$ cat config.mk
export PLATFORM = sky130hd
export DESIGN_NAME = sprite_spi_tx
export DESIGN_NICKNAME = d
export VERILOG_FILES = /design/src/rtl/sprite_pkg.sv /design/src/rtl/sprite_spi_phase_timer.sv /design/src/rtl/sprite_spi_tx.sv
export SDC_FILE = /design/constraint.sdc
export NUM_CORES = 1
export LEC_CHECK = 0
export ABC_AREA = 1
export ABC_CLOCK_PERIOD_IN_PS = 1800
export BUFFER_PORTS_ARGS = -buffer_cell sky130_fd_sc_hd__buf_2
export CORE_MARGIN = 10
export CORE_UTILIZATION = 51
export CTS_CLUSTER_DIAMETER = 40
export DETAILED_ROUTE_END_ITERATION = 10
export PLACE_DENSITY = 0.77
export SLEW_MARGIN = 20
export SYNTH_ARGS = -nofsm -noshare
export SYNTH_HDL_FRONTEND = slang
export SYNTH_SLANG_ARGS = --single-unit
$ cat constraint.sdc
create_clock -name clk -period 1.8 [get_ports clk]
set_clock_uncertainty 0.15 [all_clocks]
set_input_delay 0.09 -clock clk [delete_from_list [all_inputs] [get_ports clk]]
set_output_delay 0.09 -clock clk [all_outputs]
set_load 0.05 [all_outputs]
$ cat src/rtl/sprite_pkg.sv
// Shared sprite definitions.
// The transmitter and the display core both use these sprite dimensions.
// Contents:
//   DEFAULT_SPRITE_WIDTH / DEFAULT_SPRITE_HEIGHT : sprite size in pixels
//   DEFAULT_NBITS : number of bits in one sprite upload
//   tx_state_t    : state of the serial transmitter
package sprite_pkg;

  localparam int DEFAULT_SPRITE_WIDTH  = 10;
  localparam int DEFAULT_SPRITE_HEIGHT = 10;
  localparam int DEFAULT_NBITS         = DEFAULT_SPRITE_WIDTH * DEFAULT_SPRITE_HEIGHT;

  typedef enum logic [1:0] {
    IDLE = 2'd0,
    LOW  = 2'd1,
    HIGH = 2'd2
  } tx_state_t;

endpackage

$ cat src/rtl/sprite_spi_phase_timer.sv
// Phase timer for one spi_clk phase (low or high).
// It counts down from HALF_PERIOD-1 to 0 and then stays at 0 until it is
// reloaded. The terminal count is suppressed while hold is high. Because the
// counter saturates at 0, a held LOW phase stays ready and releases on the
// first cycle that hold is low.
// Ports:
//   clk, reset_n : system clock, asynchronous active-low reset
//   load         : restart the phase (reload HALF_PERIOD-1)
//   hold         : suppress the terminal count (the caller gates this to LOW)
//   tc           : phase complete and not held
module sprite_spi_phase_timer #(
  parameter int HALF_PERIOD = 4
) (
  input  logic clk,
  input  logic reset_n,
  input  logic load,
  input  logic hold,
  output logic tc
);

  localparam int CNT_W = $clog2(HALF_PERIOD);
  localparam logic [CNT_W-1:0] LOAD_VAL = CNT_W'(HALF_PERIOD - 1);

  logic [CNT_W-1:0] cnt_q;

  always_ff @(posedge clk or negedge reset_n) begin
    if (!reset_n) begin
      cnt_q <= '0;
    end else if (load) begin
      cnt_q <= LOAD_VAL;
    end else if (cnt_q != '0) begin
      cnt_q <= cnt_q - CNT_W'(1);
    end
  end

  assign tc = (cnt_q == '0) && !hold;

endmodule

$ cat src/rtl/sprite_spi_tx.sv
// Serial uploader for one sprite bitmap.
// A sprite word is accepted through a valid/ready handshake and sent MSB-first
// on spi_clk/spi_data. Data changes while spi_clk is low, and spi_clk rises in
// the middle of each bit. Each phase lasts HALF_PERIOD clk cycles, so spi_data
// is stable long enough for a receiver that uses a 2-FF synchroniser and a
// rising-edge detector.
// Ports:
//   clk, reset_n  : system clock, asynchronous active-low reset
//   sprite_in     : bitmap to send (bit NBITS-1 is sent first)
//   sprite_valid  : producer has a bitmap
//   sprite_ready  : transmitter is idle and can accept a bitmap
//   hold          : delay the start of the next bit (spi_clk stays low)
//   spi_clk       : serial clock, registered, idles low
//   spi_data      : serial data, registered, idles low
//   done          : one-cycle pulse when the last high phase ends
module sprite_spi_tx
  import sprite_pkg::*;
#(
  parameter int SPRITE_WIDTH  = DEFAULT_SPRITE_WIDTH,
  parameter int SPRITE_HEIGHT = DEFAULT_SPRITE_HEIGHT,
  parameter int HALF_PERIOD   = 4,
  localparam int NBITS        = SPRITE_WIDTH * SPRITE_HEIGHT
) (
  input  logic             clk,
  input  logic             reset_n,
  input  logic [NBITS-1:0] sprite_in,
  input  logic             sprite_valid,
  output logic             sprite_ready,
  input  logic             hold,
  output logic             spi_clk,
  output logic             spi_data,
  output logic             done
);

  localparam int BITS_W = $clog2(NBITS + 1);

  generate
    if (HALF_PERIOD < 3) begin : g_bad_half_period
      $error("sprite_spi_tx: HALF_PERIOD must be at least 3");
    end
  endgenerate

  tx_state_t         state_q, state_d;
  // The bit currently on the wire lives in spi_data.
  // This register holds only the bits that are still waiting to be sent.
  logic [NBITS-2:0]  shift_q, shift_d;
  logic [BITS_W-1:0] bits_q, bits_d;
  logic              clk_d, data_d, done_d;
  logic              timer_load, phase_tc;

  assign sprite_ready = (state_q == IDLE);

  // Hold is honoured only in LOW. A bit that has already started always
  // finishes its HIGH phase.
  sprite_spi_phase_timer #(
    .HALF_PERIOD (HALF_PERIOD)
  ) u_phase_timer (
    .clk     (clk),
    .reset_n (reset_n),
    .load    (timer_load),
    .hold    (hold && (state_q == LOW)),
    .tc      (phase_tc)
  );

  always_comb begin
    // NOTE: every signal written here gets a default first, so no path leaves one unassigned and no latch is inferred.
    state_d    = state_q;
    shift_d    = shift_q;
    bits_d     = bits_q;
    clk_d      = spi_clk;
    data_d     = spi_data;
    done_d     = 1'b0;
    timer_load = 1'b0;

    unique case (state_q)
      IDLE: begin
        clk_d = 1'b0;
        if (sprite_valid) begin
          state_d    = LOW;
          shift_d    = sprite_in[NBITS-2:0];
          bits_d     = BITS_W'(NBITS);
          data_d     = sprite_in[NBITS-1];
          timer_load = 1'b1;
        end
      end

      LOW: begin
        if (phase_tc) begin
          state_d    = HIGH;
          clk_d      = 1'b1;
          timer_load = 1'b1;
        end
      end

      HIGH: begin
        if (phase_tc) begin
          clk_d      = 1'b0;
          timer_load = 1'b1;
          if (bits_q > BITS_W'(1)) begin
            state_d = LOW;
            data_d  = shift_q[NBITS-2];
            shift_d = {shift_q[NBITS-3:0], 1'b0};
            bits_d  = bits_q - BITS_W'(1);
          end else begin
            // Last bit: return to idle with the data line low.
            // bits_left stays at 1 and does not wrap.
            state_d = IDLE;
            data_d  = 1'b0;
            done_d  = 1'b1;
          end
        end
      end

      default: begin
        state_d = IDLE;
      end
    endcase
  end

  always_ff @(posedge clk or negedge reset_n) begin
    if (!reset_n) begin
      // NOTE: the payload register is cleared with the control state, so an aborted upload leaves no stale bits behind.
      state_q  <= IDLE;
      shift_q  <= '0;
      bits_q   <= '0;
      spi_clk  <= 1'b0;
      spi_data <= 1'b0;
      done     <= 1'b0;
    end else begin
      // NOTE: state uses non-blocking assignments, so every flop samples the values from before the edge.
      state_q  <= state_d;
      shift_q  <= shift_d;
      bits_q   <= bits_d;
      spi_clk  <= clk_d;
      spi_data <= data_d;
      done     <= done_d;
    end
  end

endmodule

# Yosys cells after proc, flatten, opt, wreduce, memory -nomap -nowiden
# Cells that the tools add are included.
[word_totals]
out_inout_bits = 4
input_bits = 104
wordCells = 58
ff_bits = 113
[classes]
n_reduce_logical = 14
n_mux = 28
n_lt_le_gt_ge = 1
n_eq_ne = 6
n_addsub = 2
[ops]
columns = ["cell", "count"]
rows = [
  ["2-to-1 mux 99 bit", 3],
  ["one-hot mux 99 bit (2 select lines)", 1],
  ["2-to-1 mux 7 bit", 3],
  ["one-hot mux 7 bit (2 select lines)", 1],
  ["2-to-1 mux 1 bit", 11],
  ["2-to-1 mux 2 bit", 5],
  ["AND reduction 3 bit", 3],
  ["inequality test 2 bit, second input constant", 4],
  ["greater-than comparator 7 x 1 -> 1 bit, second input constant", 1],
  ["subtractor 7 x 1 -> 7 bit, second input constant", 1],
  ["one-hot mux 2 bit (3 select lines)", 1],
  ["nonzero test 2 bit", 3],
  ["zero test 2 bit", 2],
  ["one-hot mux 1 bit (2 select lines)", 2],
  ["AND reduction 4 bit", 1],
  ["one-hot mux 1 bit (3 select lines)", 1],
  ["nonzero test 3 bit", 1],
  ["equality test 2 x 1 -> 1 bit, second input constant", 1],
  ["equality test 2 bit, second input constant", 1],
  ["logical AND 1 bit", 2],
  ["OR reduction 2 bit", 1],
  ["subtractor 2 x 1 -> 2 bit, second input constant", 1],
  ["zero test 1 bit", 1],
]

# Depth between registers and ports, before layout
# Gate-level depths: netlist of the first run.
[logic_depth]
depth_word = 7
ltp_mapped = 12
mapped_depth_nobuf = 10

# Cells and area by module
# Synthesis of the first run repeated with hierarchy kept, for this count alone.
[hier_totals]
hier_cells = 881
hier_area_um2 = 6060.8
[by_module_without_submodules]
columns = ["mod", "n_inst", "cells_each", "area_each_um2"]
rows = [
  ["sprite_spi_tx", 1, 866, 5950.7],
  ["sprite_spi_phase_timer", 1, 15, 110.1],
]

# Worst setup path before layout of the first run
# Ideal clock, no wire load.
[synth_path]
path_kind = "flip-flop to flip-flop"
startpoint = "reg state_q[1]"
endpoint = "reg bits_q[1]"
setup_ns = 0.065
stages_incl_launch_ff = 11
setup_slack_ns = -0.322
arrival_time_ns = 1.907
cell_sequence = "dfrtp_1 inv_1 ha_1 nor2_1 a21oi_1 nand2_1 inv_2 buf_4 buf_2 nand3_1 nand2_1"
[synth_lines]
columns = ["element", "line_no", "text"]
rows = [
  ["from (decl)", "sprite_spi_tx.sv:43", "tx_state_t state_q, state_d;"],
  ["from (signal assigned)", "sprite_spi_tx.sv:131", "state_q <= state_d;"],
  ["zero test 2 bit (*)", "-", ""],
  ["named net sprite_ready", "sprite_spi_tx.sv:28", "output logic sprite_ready,"],
  ["inequality test 2 bit (no line) or nonzero test 2 bit (tied branches)", "-", ""],
  ["AND reduction 4 bit (no line)", "-", ""],
  ["to (signal assigned)", "sprite_spi_tx.sv:133", "bits_q <= bits_d;"],
  ["to (decl)", "sprite_spi_tx.sv:47", "logic [BITS_W-1:0] bits_q, bits_d;"],
]
# Mark *: on every way through the listed nets, which the timed path passes. The rest lies on a longest branch.
# A chain may end at the register's enable or synchronous reset.

# Worst setup path in the final report of the first run
[layout_path]
startpoint = "reg bits_q[0]"
endpoint = "reg shift_q[20]"
[layout_between]
elab_chain_cells = 3
[layout_lines]
columns = ["element", "line_no", "text"]
rows = [
  ["greater-than comparator 7 x 1 -> 1 bit", "sprite_spi_tx.sv:99", "if (bits_q > BITS_W'(1)) begin"],
  ["inequality test 2 bit (no line)", "-", ""],
  ["AND reduction 4 bit (no line)", "-", ""],
  ["to (signal assigned)", "sprite_spi_tx.sv:132", "shift_q <= shift_d;"],
  ["to (decl)", "sprite_spi_tx.sv:46", "logic [NBITS-2:0] shift_q, shift_d;"],
]
# Every way passes these cells.

==> run summary, run 1 <==
Status: complete, but fails checks
Failing checks: negative setup slack
Net Sw Frac: 0.438
Slowest CP cell: dfrtp_1
Int Pwr: 11.2 mW
Layout area overhead: 56.3%
Hold WC Path Type: primary input to async pin
FMAX: 497 MHz
Cell mode on critical path: nand2_1
Post-DP HPWL: 9570 microns
Synth Area per Inst: 6.87 sq um
Clock-pin slew on the worst setup and hold paths: 0.06 ns
Clock insertion delay at the later pin of the skew report: 0.42 ns
Layout cells sized above 1: 0.249
Post-Route WL: 22500 microns
Vias in the first global route: 6097
Most common cell after layout, fill and taps aside: nand2_1
RD Place Congestion: 0.825
CP Class: flip-flop to flip-flop
Final std cells w/o fill: 1272
LEAKAGE: 5.19 nW
Initial antenna violation count: 0
Placed cell count: 1105
Critical path data arrival time: 2.20 ns
Vias per cell: 5.49
Final hold viol count: 0
Iter 0 DRT Violations: 894
Finished layout cell area: 9450 sq um
Die area: 16600 sq um
CTS max path bufs: 2
Layout Nets: 1226
Worst vdd ir: 1060 uV
Vias: 6985
Die width: 129 microns
Critical Path RT: 1.99 ns
Crit path launch type: flip-flop
Ys Warns: 0
H-tree depth: 4
Clock root buffer: clkbuf_16
Final setup violation count: 107
Starting Density: 0.525
WL per Instance: 17.7 microns
Crit share post-route: 1.12
Final WS setup: -0.213 ns
Row Count: 39
I/O Buffers: 107
CTS sink cnt: 113
Core Util, Final: 0.820
CP cell instances: inv_1, nand2_1, o21ai_4, nand2_4, nand2_8, clkbuf_16, nand2_2, nand2_1
Core area: 11500 sq um
Worst slack at placement: -0.0466 ns
Slew @ Worst Pin: 0.662 ns
Cell variety after synth: 22
Gate count of the mapped netlist: 880
DRT Pass-1 Iters: 6
First-pass GRT wire length: 29200 microns
Critical Path Max Stage Delay: 0.44 ns
Io pins: 108
Num CTS Buffers: 17
MaxCap Viol Count: 0
#FFs+latches synth: 113
Total power: 19.9 mW
Psw: 8.72 mW
Syn Nets: 992
Critical Path Sink Type: flip-flop
Tot GR Track Use: 0.212
Congestion Overflow GR: 0
Most frequent cells in the layout: nand2_1, dfrtp_1, buf_2
Sequential-to-total area share from yosys stat: 0.468
Unrepaired setup endpoints after global routing: yes
Final Slew Violations: 0
Largest net degree at the start of global routing: 114
Final period demand of the worst path: 2.01 ns
Max FO, Critical Path: 8
Combinational Power Share: 0.581
CTS tree: yes
Register share of total power: 0.235
DRC Markers: 0
Rel. slew slack: 0.559
Placed inst area: 6860 sq um
Chip Height: 129 microns
Mapped cell area: 6040 sq um
WHS: 0.0895 ns
Setup TNS Final: -12.48 ns
ANT nets after route: 0
Power Dens Cells: 2110 nW/um^2
Clock network fraction of design power: 0.184
## power groups by stage
stage | combinational (mW) | clock [mW] | sequential, mW
final | 11.6 | 3.67 | 4.68
after CTS | 8.06 | 3.65 | 4.46
after global routing | 12.5 | 3.81 | 4.78
after global placement | 7.24 | 0 | 4.46
after detailed placement | 7.45 | 0 | 4.46
after floorplan | 5.55 | 0 | 4.38
## critical path: cells and delay by family (launching register included)
kind / cells / cell delay [ns]
and+or+nand+nor: 5 / 0.70
AOI/OAI and AO/OA: 1 / 0.24
DFF: 1 / 0.44
buffers and inverters: 2 / 0.39
## synth_stat cells
cell	instances	area, sq um
inv_1	21	78.8
or2_2	1	6.26
nor2_1	12	45.0
clkbuf_1	16	60.1
nand2_2	1	6.26
dfrtp_1	113	2830
buf_6	5	56.3
nand2_4	1	11.3
nand2_1	536	2010
inv_2	1	3.75
o21ai_0	3	15.0
buf_2	26	130
buf_1	5	18.8
a21oi_1	2	10.0
ha_1	8	100
nor2_2	2	12.5
buf_4	4	30.0
nand4_1	2	12.5
nand3_1	118	591
a22oi_1	1	7.51
o21ai_1	1	5.00
nor3_1	1	5.00
## routing by layer
layer  track usage  routed length [microns]
met2         0.349                    11100
met1         0.276                     8690
met3        0.0468                     1870
met4        0.0609                      797
met5             0                        0
## flip-flops by register name, summed over array words and instances (netlist names)
name	flops
bits_q	7
spi_data	1
state_q	2
done	1
spi_clk	1
u_phase_timer.cnt_q	2
shift_q	99
## logic make-up (layout without fill, tap and decap cells)
| kind of cell | count (synthesis) | after routing | share of synthesized area |
|---|---|---|---|
| fa+ha+maj | 8 | 8 | 0.0166 |
| flops | 113 | 113 | 0.468 |
| other cells | 0 | 2 | 0 |
| buf+inv | 78 | 324 | 0.0625 |
| simple gates | 674 | 675 | 0.447 |
| compound gates | 7 | 7 | 0.00621 |
## worst paths after layout
kind                               endpoint         start  slack [ns]  depth (start not counted)
worst max-delay path            shift_q[20]     bits_q[0]       -0.21                          8
worst min-delay path             shift_q[8]       reset_n        0.09                          3
worst max register to register  shift_q[20]     bits_q[0]       -0.21                          8
worst min register to register   shift_q[5]    shift_q[5]        0.32                          2
max in group asynchronous       shift_q[32]       reset_n        0.85                          3
min in group clk                 shift_q[0]  sprite_in[0]        0.26                          4
## cell type report
type / count / area [sq um]
Inverter: 22 / 95.1
Multi-Input combinational cell: 690 / 3190
Sequential cell: 113 / 2830
Fill cell: 650 / 2070
Clock buffer: 20 / 457
Timing Repair Buffer: 270 / 2500
Tap cell: 143 / 179
Clock inverter: 12 / 181
Antenna cell: 2 / 5.00
## repair_timing
| action | 4_1_cts | 5_1_grt |
|---|---|---|
| buffers inserted | 3 | 4 |
| hold buffers | 103 | 0 |
| gates resized for setup | 9 | 94 |
| setup endpoints to repair | 106 | 108 |
| pin swaps | 2 | 22 |
| hold endpoints to repair | 216 | 0 |
| cloned | 1 | 22 |
Note: power is estimated with default switching activity, not from simulation.
==> run 2, diff against run 1 <==
Settings changed: ABC_CLOCK_PERIOD_IN_PS 1800 to 2500, CORE_UTILIZATION 51 to 57, CTS_CLUSTER_DIAMETER 40 to 200, PLACE_DENSITY 0.77 to 0.81.
Clock period 1.8 ns to 2.5 ns, I/O delays scaled along.
==> run 2 against run 1 <==
  * Hold slack got worse by 0.054 ns
  * Clock power down 38%
  * The run now ends clean
  * Wire length fell by 20%
  * Critical path depth shrank 1
  * Setup slack improved by 0.54 ns
  * Largest cell class unchanged
  * Via count is 9.0% lower
  * Register-to-register slack improved by 0.54 ns
  * Utilization fell by 1.7 points
==> run summary, run 2 (synthesis gave the netlist of run 1 again) <==
CTS tree: yes
Iter 0 DRT Violations: 694
Fillers: 648
Layout Nets: 1181
MaxCap Viol Count: 0
Clock network fraction of design power: 0.211
Clock insertion delay at the later pin of the skew report: 0.52 ns
Post-CTS sizing: 0
Tot GR Track Use: 0.240
Post-DP HPWL: 9450 microns
Setup TNS Final: 0 ns
Hold WC Path Type: primary input to async pin
Chip Height: 123 microns
Core area: 10300 sq um
Most common cell after layout, fill and taps aside: nand2_1
LEAKAGE: 4.69 nW
Critical path data arrival time: 2.48 ns
DRT Pass-1 Iters: 7
Max FO, Critical Path: 5
Crit path launch type: flip-flop
Vias in the first global route: 6173
Power Dens Cells: 1300 nW/um^2
Largest regs: shift_q: 99 flops, bits_q: 7 flops
Combinational Power Share: 0.486
Reg with most FFs: shift_q
Net Sw Frac: 0.446
Rel. slew slack: 0.534
Worst vdd ir: 1000 uV
Number of flip-flops in the largest register: 99
Io pins: 108
Int Pwr: 5.97 mW
Initial antenna violation count: 2
Clock root buffer: clkbuf_8
Clock-pin slew on the worst setup and hold paths: 0.06 ns
Register share of total power: 0.303
Die width: 123 microns
FMAX: 461 MHz
Final hold viol count: 0
H-tree depth: 4
Seq. cell area: 2830 sq um
Psw: 4.81 mW
Num CTS Buffers: 17
CTS sink cnt: 113
Vias: 6356
Slew @ Worst Pin: 0.698 ns
Final Slew Violations: 0
Congestion Overflow GR: 0
ANT nets after route: 0
Critical Path RT: 2.81 ns
Row Count: 37
CTS max path bufs: 2
WL per Instance: 14.7 microns
RD Place Congestion: 0.866
Layout cells sized above 1: 0.150
I/O Buffers: 107
Final period demand of the worst path: 2.17 ns
First-pass GRT wire length: 29800 microns
Die area: 15100 sq um
Total power: 10.8 mW
Layout area overhead: 37.1%
Crit share post-route: 0.868
Vias per cell: 5.21
Worst slack at placement: 0.439 ns
Final WS setup: 0.330 ns
CP Class: flip-flop to flip-flop
Post-Route WL: 18000 microns
Status: completed
DRC Markers: 0
Starting Density: 0.586
Unrepaired setup endpoints after global routing: no
Area of the multi-input gates: 2860 sq um
Critical Path Sink Type: flip-flop
Most frequent cells in the layout: nand2_1, nand3_1, dfrtp_1
Largest net degree at the start of global routing: 76
Final setup violation count: 0
==> run 2: routing by layer <==
metal,part of all wire,routed length [microns],vias to the layer above,track usage
met5,0,0,-,0
met4,0.023,409,0,0.0895
met3,0.063,1130,43,0.0515
met2,0.50,9000,264,0.404
met1,0.41,7460,2950,0.297
li1,-,-,3099,-
==> run 2: critical path, cell delays in order (launching register included) <==
cell and delay (ns):
dfrtp_1 0.43, inv_1 0.15, ha_1 0.26, inv_1 0.10
nor3_1 0.28, nand2_1 0.10, dlygate4sd3_1 0.57, nand2_1 0.08
==> run 2: timing repair <==
item	CTS	global route
hold endpoints to repair	172	0
hold buffers	104	0
buffers inserted	0	0
==> run 2: power groups by stage <==
stage          Combinational [mW]  Clock (mW)  Sequential (mW)
2_1_floorplan                3.92           0             3.15
3_3_place_gp                 4.86           0             3.22
3_5_place_dp                 5.03           0             3.23
4_1_cts                      5.21        2.29             3.24
5_1_grt                      5.98        2.37             3.35
6_report                     5.24        2.27             3.26
==> run 2: cell type report <==
type / count / share of cell area
Multi-Input combinational cell: 689 / 0.345
Sequential cell: 113 / 0.341
Timing Repair Buffer: 226 / 0.215
Clock buffer: 20 / 0.0549
Tap cell: 136 / 0.0205
Clock inverter: 12 / 0.0131
Inverter: 22 / 0.0101
Antenna cell: 3 / 0.000906
==> run 2: per-stage QoR <==
step | util | instance area, sq um | hold WS (ns) | instances
floorplan | - | 6040 | -0.321 | 880
global placement | 0.647 | 6680 | 0.0517 | 1082
detailed placement | 0.647 | 6680 | 0.0568 | 1082
CTS | 0.802 | 8280 | 0.0547 | 1218
global route | 0.803 | 8290 | 0.117 | 1220
finish | 0.803 | 8290 | 0.0355 | 1221
==> run 2: final timing paths <==
check | start | endpoint | slack (ns) | depth (start not counted)
max reg2reg | state_q[0] | shift_q[0] | 0.33 | 7
max in group asynchronous | reset_n | shift_q[2] | 1.37 | 3
min reg2reg | shift_q[14] | shift_q[14] | 0.32 | 2
min | reset_n | shift_q[53] | 0.04 | 2
max | state_q[0] | shift_q[0] | 0.33 | 7
min in group clk | sprite_in[99] | spi_data | 0.26 | 4
==> run 3, diff against run 2 <==
Settings changed: SYNTH_HIERARCHICAL from default to 1.
==> run 3 against run 2 <==
  * Sequential share of layout area decreased by 0.16 points
  * Total power up 0.18%
  * Register-to-register slack got worse by 0.10 ns
  * Sequential power about the same
  * Synthesized area increased by 0.27%
  * Flip-flop and latch count did not move
  * Die area grew 0.22%
  * First-iteration DRC count decreased by 15%
  * Largest power group unchanged
==> run summary, run 3 <==
Top cells by count, synth: nand2_1, nand3_1, dfrtp_1
Number of flip-flops in the largest register: 99
DRT Pass-1 Iters: 5
Status: completed
Most frequent cells in the layout: nand2_1, nand3_1, dfrtp_1
Most common cell in the netlist: nand2_1
H-tree depth: 4
Largest regs: shift_q: 99 flops, bits_q: 7 flops
Mapped cell area: 6060 sq um
Ys flop type: dfrtp_1
Critical Path Max Stage Delay: 0.56 ns
MaxCap Viol Count: 0
CTS tree: yes
Hold WC Path Type: primary input to async pin
Combinational Power Share: 0.472
Ys Warns: 6
Congestion Overflow GR: 0
Max FO, Critical Path: 60
Slowest CP cell: buf_4
#FFs+latches synth: 113
Core Util, Final: 0.807
Tot GR Track Use: 0.236
Starting Density: 0.587
Net Sw Frac: 0.435
Psw: 4.70 mW
Gate count of the mapped netlist: 881
Final hold viol count: 0
I/O Buffers: 107
Rel. slew slack: 0.579
Die area: 15200 sq um
Final Slew Violations: 0
Initial antenna violation count: 1
Placed inst area: 6660 sq um
RD Place Congestion: 0.875
Layout area overhead: 37.4%
Total power: 10.8 mW
Critical Path RT: 2.73 ns
First-pass GRT wire length: 29200 microns
Syn Nets: 993
Vias in the first global route: 6271
Cell variety after synth: 22
Synth Area per Inst: 6.88 sq um
CTS max path bufs: 2
Worst vdd ir: 1110 uV
Dominant cell type by area after synthesis: dfrtp_1
DRC Markers: 0
Post-synth top area share: 0.467
Final period demand of the worst path: 2.27 ns
Crit share post-route: 0.909
CTS sink cnt: 113
ANT nets after route: 0
Post-synth EDFFs: 0
Row Count: 37
Chip Height: 123 microns
Most common cell after layout, fill and taps aside: nand2_1
WL per Instance: 14.3 microns
Final setup violation count: 0
Layout cells sized above 1: 0.154
Num CTS Buffers: 17
Slew @ Worst Pin: 0.632 ns
Critical Path Sink Type: flip-flop
Layout Nets: 1181
Crit path launch type: flip-flop
Largest net degree at the start of global routing: 82
Reg with most FFs: shift_q
Clock-pin slew on the worst setup and hold paths: 0.06 ns
Leading post-synthesis cells by cell area: dfrtp_1, nand2_1, nand3_1, buf_2, ha_1
Post-Route WL: 17500 microns
Int Pwr: 6.10 mW
Async SR Flop Fraction: 1.00
Reg2reg path depth: 6
Sequential-to-total area share from yosys stat: 0.467
Register share of total power: 0.300
Placed cell count: 1082
Post-DP HPWL: 8980 microns
Fillers: 624
Vias: 6282
Io pins: 108
Number of cells on the critical path: 6
Core area: 10300 sq um
CP cell instances: inv_1, ha_4, buf_4, nor2_1, a21oi_1, nand2_1
Power Dens Cells: 1300 nW/um^2
Worst path top cell family by delay: buffers and inverters
Critical Path Start: state_q[0]
Clock insertion delay at the later pin of the skew report: 0.51 ns
Vias per cell: 5.16
Clock network fraction of design power: 0.228
Die width: 123 microns
Iter 0 DRT Violations: 591
Worst Path Buf+Inv: 2
WHS: 0.0424 ns
Final std cells w/o fill: 1218
LEAKAGE: 4.73 nW
Finished layout cell area: 8330 sq um
FMAX: 440 MHz
CP Class: flip-flop to flip-flop
Critical path data arrival time: 2.51 ns
Origin of the critical flop-to-flop path: state_q[0]
Clock root buffer: clkbuf_8
[run 3: cells by family (layout without fill, tap and decap cells)]
group,after synthesis,in the layout,share of synthesized area
fa+ha+maj,8,8,0.0165
flops,113,113,0.467
other cells,0,1,0
simple gates,675,675,0.449
mux,1,1,0.00186
compound gates,5,5,0.00537
buf+inv,79,279,0.0609
[run 3: metrics by stage]
step / TNS, ns / setup slack (ns)
4_1_cts: 0 / 0.123
3_3_place_gp: 0 / 0.310
6_report: 0 / 0.226
3_5_place_dp: 0 / 0.160
2_1_floorplan: 0 / 0.377
5_1_grt: -0.0232 / -0.0232
[run 3: per-layer routing]
layer | GRT usage | part of all wire | routed length [microns] | vias to the layer above
met2 | 0.389 | 0.50 | 8730 | 214
met5 | 0 | 0 | 0 | -
met4 | 0.119 | 0.035 | 617 | 0
li1 | - | - | - | 3098
met1 | 0.288 | 0.41 | 7200 | 2914
met3 | 0.0488 | 0.052 | 908 | 56
[run 3: layout make-up]
| class | count | area (sq um) | area share |
|---|---|---|---|
| multi-input cells | 689 | 2880 | 0.345 |
| flip-flops and latches | 113 | 2830 | 0.340 |
| diodes | 1 | 2.50 | 0.000300 |
| inverters | 23 | 87.6 | 0.0105 |
| clock buffers | 22 | 483 | 0.0580 |
| well taps | 136 | 170 | 0.0204 |
| repair buffers | 225 | 1750 | 0.210 |
| clock inverters | 9 | 129 | 0.0155 |
[run 3: power groups by stage]
stage | Combinational [mW] | Clock [mW] | Sequential [mW]
after floorplan | 3.93 | 0 | 3.14
final | 5.10 | 2.46 | 3.24
after CTS | 5.04 | 2.50 | 3.22
after global placement | 4.71 | 0 | 3.21
after detailed placement | 4.86 | 0 | 3.20
after global routing | 5.87 | 2.58 | 3.33
[run 3: final timing paths]
| check | to | slack, ns |
|---|---|---|
| min in group clk | shift_q[0] | 0.25 |
| worst max-delay path | spi_data | 0.23 |
| worst min-delay path | shift_q[85] | 0.04 |
| worst min register to register | shift_q[13] | 0.32 |
| worst max register to register | spi_data | 0.23 |
| max in group asynchronous | shift_q[27] | 1.86 |
[run 3: worst reg2reg max path, delay by kind of cell, from the launching register on]
kind	cells	cell delay [ns]
AO/OA/AOI/OAI	1	0.21
adder cells (fa/ha/maj)	1	0.34
AND/OR/NAND/NOR	2	0.30
flip-flops	1	0.44
buffers and inverters	2	0.71
[run 3: what timing repair did]
| action | CTS | global route |
|---|---|---|
| resized for setup | 0 | 2 |
| buffers inserted | 0 | 0 |
| endpoints found under the setup margin | 0 | 62 |
| endpoints found under the hold margin | 216 | 0 |
| hold buffers | 104 | 0 |
